===== config.mk =====
export PLATFORM = sky130hd
export DESIGN_NAME = requant_param_ctrl
export DESIGN_NICKNAME = d
export VERILOG_FILES = /design/src/rtl/requant_param_ctrl.sv
export SDC_FILE = /design/constraint.sdc
export NUM_CORES = 1
export LEC_CHECK = 0
export CAP_MARGIN = 0
export CELL_PAD_IN_SITES_DETAIL_PLACEMENT = 1
export CELL_PAD_IN_SITES_GLOBAL_PLACEMENT = 1
export CORE_ASPECT_RATIO = 1.5
export CORE_MARGIN = 2
export CORE_UTILIZATION = 38
export CTS_CLUSTER_SIZE = 28
export DETAILED_ROUTE_END_ITERATION = 10
export PLACE_DENSITY_LB_ADDON = 0.1
export SYNTH_ARGS = -nofsm -noshare
export SYNTH_HDL_FRONTEND = slang
export SYNTH_SLANG_ARGS = --single-unit

===== constraint.sdc =====
create_clock -name clk -period 2.6 [get_ports clk]
set_clock_uncertainty 0.15 [all_clocks]
set_input_delay 0.39 -clock clk [delete_from_list [all_inputs] [get_ports clk]]
set_output_delay 0.39 -clock clk [all_outputs]
set_load 0.05 [all_outputs]

===== src/rtl/requant_param_ctrl.sv =====
// requant_param_ctrl: round-robin sharing of the requantization scale ROM.
// Optional one-entry result cache enabled by define REQUANT_CTRL_CACHE_EN.
module requant_param_ctrl #(
    parameter int NUM_REQ     = 2,
    parameter int NUM_LAYERS  = 6,
    parameter int MULT_WIDTH  = 32,
    parameter int SHIFT_WIDTH = 6,
    localparam int LAYER_W    = $clog2(NUM_LAYERS),
    localparam int ID_W       = $clog2(NUM_REQ)
) (
    input  logic                       clk,
    input  logic                       reset,
    input  logic [NUM_REQ-1:0]         req,
    input  logic [NUM_REQ*LAYER_W-1:0] req_layer,
    output logic [NUM_REQ-1:0]         gnt,
    output logic                       rom_valid,
    output logic [LAYER_W-1:0]         rom_layer_idx,
    input  logic [MULT_WIDTH-1:0]      rom_mult,
    input  logic [SHIFT_WIDTH-1:0]     rom_shift,
    output logic                       resp_valid,
    output logic [ID_W-1:0]            resp_id,
    output logic [MULT_WIDTH-1:0]      resp_mult,
    output logic [SHIFT_WIDTH-1:0]     resp_shift,
    output logic                       resp_err,
    output logic                       busy
);

    typedef enum logic [1:0] {IDLE, ISSUE, WAIT, RESP} state_t;

    localparam logic [LAYER_W:0] LAYERS = (LAYER_W + 1)'(NUM_LAYERS);

    state_t                 state_q, state_d;
    logic [ID_W-1:0]        rr_ptr_q, rr_ptr_d;
    logic [ID_W-1:0]        id_q, id_d;
    logic                   rom_valid_q, rom_valid_d;
    logic [LAYER_W-1:0]     rom_idx_q, rom_idx_d;
    logic                   resp_valid_q, resp_valid_d;
    logic [ID_W-1:0]        resp_id_q, resp_id_d;
    logic                   resp_err_q, resp_err_d;
    logic [MULT_WIDTH-1:0]  mult_q, mult_d;
    logic [SHIFT_WIDTH-1:0] shift_q, shift_d;

    logic [LAYER_W-1:0]     layer_arr [NUM_REQ];
    logic                   win_found;
    logic [ID_W-1:0]        win_id;
    logic [ID_W-1:0]        cand;
    logic [LAYER_W-1:0]     win_layer;
    logic                   win_oor;
    logic                   hit;

`ifdef REQUANT_CTRL_CACHE_EN
    logic                   cache_vld_q, cache_vld_d;
    logic [LAYER_W-1:0]     tag_q, tag_d;
    logic [LAYER_W-1:0]     layer_q, layer_d;
    logic [MULT_WIDTH-1:0]  cmult_q, cmult_d;
    logic [SHIFT_WIDTH-1:0] cshift_q, cshift_d;

    assign hit = cache_vld_q && (tag_q == win_layer);
`else
    assign hit = 1'b0;
`endif

    for (genvar g = 0; g < NUM_REQ; g++) begin : g_layer
        assign layer_arr[g] = req_layer[g*LAYER_W +: LAYER_W];
    end

    // First requester at or after rr_ptr, wrapping around.
    always_comb begin
        win_found = 1'b0;
        win_id    = '0;
        cand      = '0;
        for (int i = 0; i < NUM_REQ; i++) begin
            cand = ID_W'((int'(rr_ptr_q) + i) % NUM_REQ);
            if (!win_found && req[cand]) begin
                win_found = 1'b1;
                win_id    = cand;
            end
        end
    end

    assign win_layer = layer_arr[win_id];
    assign win_oor   = {1'b0, win_layer} >= LAYERS;

    always_comb begin
        state_d      = state_q;
        rr_ptr_d     = rr_ptr_q;
        id_d         = id_q;
        rom_valid_d  = 1'b0;
        rom_idx_d    = '0;
        resp_valid_d = 1'b0;
        resp_id_d    = resp_id_q;
        resp_err_d   = resp_err_q;
        mult_d       = mult_q;
        shift_d      = shift_q;
        gnt          = '0;
`ifdef REQUANT_CTRL_CACHE_EN
        cache_vld_d  = cache_vld_q;
        tag_d        = tag_q;
        layer_d      = layer_q;
        cmult_d      = cmult_q;
        cshift_d     = cshift_q;
`endif
        unique case (state_q)
            IDLE: begin
                if (win_found) begin
                    gnt[win_id] = 1'b1;
                    id_d        = win_id;
                    rr_ptr_d    = ID_W'((int'(win_id) + 1) % NUM_REQ);
`ifdef REQUANT_CTRL_CACHE_EN
                    layer_d     = win_layer;
`endif
                    if (win_oor) begin
                        state_d      = RESP;
                        resp_valid_d = 1'b1;
                        resp_id_d    = win_id;
                        resp_err_d   = 1'b1;
                        mult_d       = '0;
                        shift_d      = '0;
                    end else if (hit) begin
`ifdef REQUANT_CTRL_CACHE_EN
                        mult_d       = cmult_q;
                        shift_d      = cshift_q;
`endif
                        state_d      = RESP;
                        resp_valid_d = 1'b1;
                        resp_id_d    = win_id;
                        resp_err_d   = 1'b0;
                    end else begin
                        state_d      = ISSUE;
                        rom_valid_d  = 1'b1;
                        rom_idx_d    = win_layer;
                    end
                end
            end
            ISSUE: state_d = WAIT;
            WAIT: begin
                // ROM data is only valid during this cycle.
                state_d      = RESP;
                resp_valid_d = 1'b1;
                resp_id_d    = id_q;
                resp_err_d   = 1'b0;
                mult_d       = rom_mult;
                shift_d      = rom_shift;
`ifdef REQUANT_CTRL_CACHE_EN
                cache_vld_d  = 1'b1;
                tag_d        = layer_q;
                cmult_d      = rom_mult;
                cshift_d     = rom_shift;
`endif
            end
            RESP: state_d = IDLE;
            default: state_d = IDLE;
        endcase
    end

    always_ff @(posedge clk or posedge reset) begin
        if (reset) begin
            state_q      <= IDLE;
            rr_ptr_q     <= '0;
            id_q         <= '0;
            rom_valid_q  <= 1'b0;
            rom_idx_q    <= '0;
            resp_valid_q <= 1'b0;
            resp_id_q    <= '0;
            resp_err_q   <= 1'b0;
            mult_q       <= '0;
            shift_q      <= '0;
        end else begin
            state_q      <= state_d;
            rr_ptr_q     <= rr_ptr_d;
            id_q         <= id_d;
            rom_valid_q  <= rom_valid_d;
            rom_idx_q    <= rom_idx_d;
            resp_valid_q <= resp_valid_d;
            resp_id_q    <= resp_id_d;
            resp_err_q   <= resp_err_d;
            mult_q       <= mult_d;
            shift_q      <= shift_d;
        end
    end

`ifdef REQUANT_CTRL_CACHE_EN
    always_ff @(posedge clk or posedge reset) begin
        if (reset) begin
            cache_vld_q <= 1'b0;
            tag_q       <= '0;
            layer_q     <= '0;
            cmult_q     <= '0;
            cshift_q    <= '0;
        end else begin
            cache_vld_q <= cache_vld_d;
            tag_q       <= tag_d;
            layer_q     <= layer_d;
            cmult_q     <= cmult_d;
            cshift_q    <= cshift_d;
        end
    end
`endif

    assign rom_valid     = rom_valid_q;
    assign rom_layer_idx = rom_idx_q;
    assign resp_valid    = resp_valid_q;
    assign resp_id       = resp_id_q;
    assign resp_mult     = mult_q;
    assign resp_shift    = shift_q;
    assign resp_err      = resp_err_q;
    assign busy          = (state_q != IDLE);

endmodule


==> results_dict.tcl <==
set metrics [dict create \
    status "completed" \
    fmax_mhz 418 \
    viasPerCell 6.08 \
    path_cells "inv_1 -> ha_2 -> inv_1 -> nor2_1 -> buf_12" \
    io_buffers 95 \
    yosysWarnings 0 \
    crit_buf_inv 3 \
    fillers 830 \
    cpMaxStageDelayCell "ha_2" \
    power.leakage_nw 1.68 \
    stdcell_count 472 \
    drv_cap 0 \
    worstHoldPathType "in -> async" \
    num_vias 2869 \
    cp_top_family "adder cells" \
    start_util_pct 39.3 \
    cts_made_buffers 5 \
    fp-row-count 39 \
    fin_hold_ws_ps 307 \
    critPathMaxFanout 18 \
    cts_setup_buffers 0 \
    period_share_pct 92.0 \
    worstSetupPathType "reg -> out" \
    syn_avg_cell_area_sq_um 10.3 \
    layout_commonest_cell "clkdlybuf4s50_1" \
    yosysSeqAreaShare_pct 41.0 \
    grt_max_degree 41 \
    clockRootBuffer "clkbuf_16" \
    place_inst 465 \
    cpPeakStageDelay_ps 470 \
    fin_crit_ps 2390 \
    mostFrequentLayoutCells "clkdlybuf4s50_1, nand2_1, dfrtp_1, o211ai_2" \
    peakVddDrop_uv 1110 \
    synthCells 291 \
    timing.critical_path.mode_cell "inv_1" \
    hold_viol_final 0 \
    rsz0062_at_grt "false" \
    power_density_nw_per_um2 1400 \
    tns_ps 0 \
    dieArea_sq_um 8620 \
    grt_overflow 0 \
    drtIter0Drc 252 \
    antenna_found_initial 0 \
    gp_congestion 0.783 \
    antenna_left 0 \
    ios 96 \
    syn_nets 341 \
    synth_seq_cells 49 \
    cts_resized 0 \
    tightest_slew_ps 1030 \
    antenna_cells 0 \
    synth_flop_cell "dfrtp_1" \
    drc_errors 0 \
    wire_per_inst_um 19.9 \
    dp_hpwl_mm 6.13 \
    async_reset_ff_share_pct 100 \
    area_growth_pct 40.6 \
    grt_pass1_wl_mm 15.9 \
    setup_viol 0 \
    startpoint_type "register" \
    drive_gt1_share_pct 20.0 \
    ys_types 28 \
    clkTransAtPathRegs_ps 70 \
    die_h_um 113 \
    clock_latency_ps 280 \
    clockBufferDepth 2 \
    clock-sinks 49 \
    nets 420 \
    critPathCaptureType "output port" \
    synth_edf_count 0 \
    htree_num_levels 2 \
    critPathRequiredTime_ps 2060 \
    firstDrtPassIters 4 \
    cts_tree "yes" \
    slew_headroom_pct 30.9 \
    core_sq_um 7610 \
    cts_hold_buf 0 \
    grt_pass1_vias 3055 \
    wirelength_mm 9.41 \
    gr-usage-all-layers_pct 22.5 \
    dieWidth_um 76.5 \
    arrival_ps 1850 \
    syn-cell-area_sq_um 2990 \
    slew_viol_final 0 \
]
==> state kept, by name, indices dropped and copies added (netlist names), 2 cells and up <==
name	cells
resp_mult	32
resp_shift	6
rom_layer_idx	3
state_q	2
==> worst register-to-register path, delay by kind of cell (launching register included) <==
family	cells	cell delay [ps]
flops	1	320
compound gates	2	370
buf+inv	1	70
fa+ha+maj	1	350
simple gates	1	860
==> per-stage QoR <==
step | utilization, % | setup WS (ps) | power, mW | cell area (sq um)
after floorplan | - | 129 | 4.02 | 2990
after global placement | 53.4 | 309 | 5.17 | 4060
after detailed placement | 53.4 | 272 | 5.28 | 4060
after CTS | 55.3 | 210 | 5.94 | 4210
after global routing | 55.3 | 97.8 | 6.22 | 4210
final | 55.3 | 209 | 5.89 | 4210
==> synth_stat cells (2+ instances only) <==
master,instances,area share (%)
o2111ai_1,38,11
nand3_1,2,0.33
dfrtp_1,49,41
nor2b_1,2,0.42
ha_1,2,0.84
nand3b_1,4,1.0
and2_1,2,0.42
clkbuf_1,27,3.4
nor2_1,4,0.50
a21o_1,3,0.75
buf_2,4,0.67
o211ai_1,2,0.50
a32o_1,2,0.67
a21oi_1,4,0.67
o211ai_2,40,17
buf_6,6,2.3
a22oi_1,38,9.5
nand2_1,49,6.1
inv_1,4,0.50
==> report_power, final <==
part	internal (mW)	total, mW	switching (mW)	leakage [nW]
Sequential	1.12	1.39	0.270	0.617
Clock	0.379	0.655	0.277	0.0700
Combinational	1.37	3.84	2.47	0.996
==> worst paths after layout <==
path                       slack, ps  cells after the start            end       start
max in group asynchronous       1370                      3  resp_mult[24]       reset
hold / removal                   310                      2  resp_mult[12]       reset
setup / recovery                 210                      5         gnt[1]  state_q[0]
setup reg to reg                 410                      5   resp_mult[5]  state_q[0]
hold reg to reg                  360                      1           id_q        id_q
min in group clk                 360                      1           id_q        id_q
==> final cells by class <==
class	count	area, sq um	share of cell area, %
repair buffers	109	1100	26.1
multi-input cells	201	1600	38.0
inverters	4	15.0	0.357
clock buffers	7	143	3.39
well taps	102	128	3.03
flip-flops and latches	49	1230	29.1
==> routing by layer <==
layer,vias up,GRT usage [%],share of wire [%]
met3,6,2.71,4.3
met4,0,6.06,0.74
met2,94,40.4,54
met1,1463,28.5,41
met5,-,0,0
li1,1306,-,-
==> logic make-up (layout without fill, tap and decap cells) <==
group | after synthesis | in the layout | share of synthesized area [%]
adder cells (fa/ha/maj) | 2 | 2 | 0.836
flip-flops | 49 | 49 | 41.0
multiplexers | 1 | 1 | 0.376
buffers and inverters | 41 | 120 | 6.81
AO/OA/AOI/OAI | 132 | 132 | 41.1
AND/OR/NAND/NOR | 66 | 66 | 9.87
Note: power is estimated with default switching activity, not from simulation.
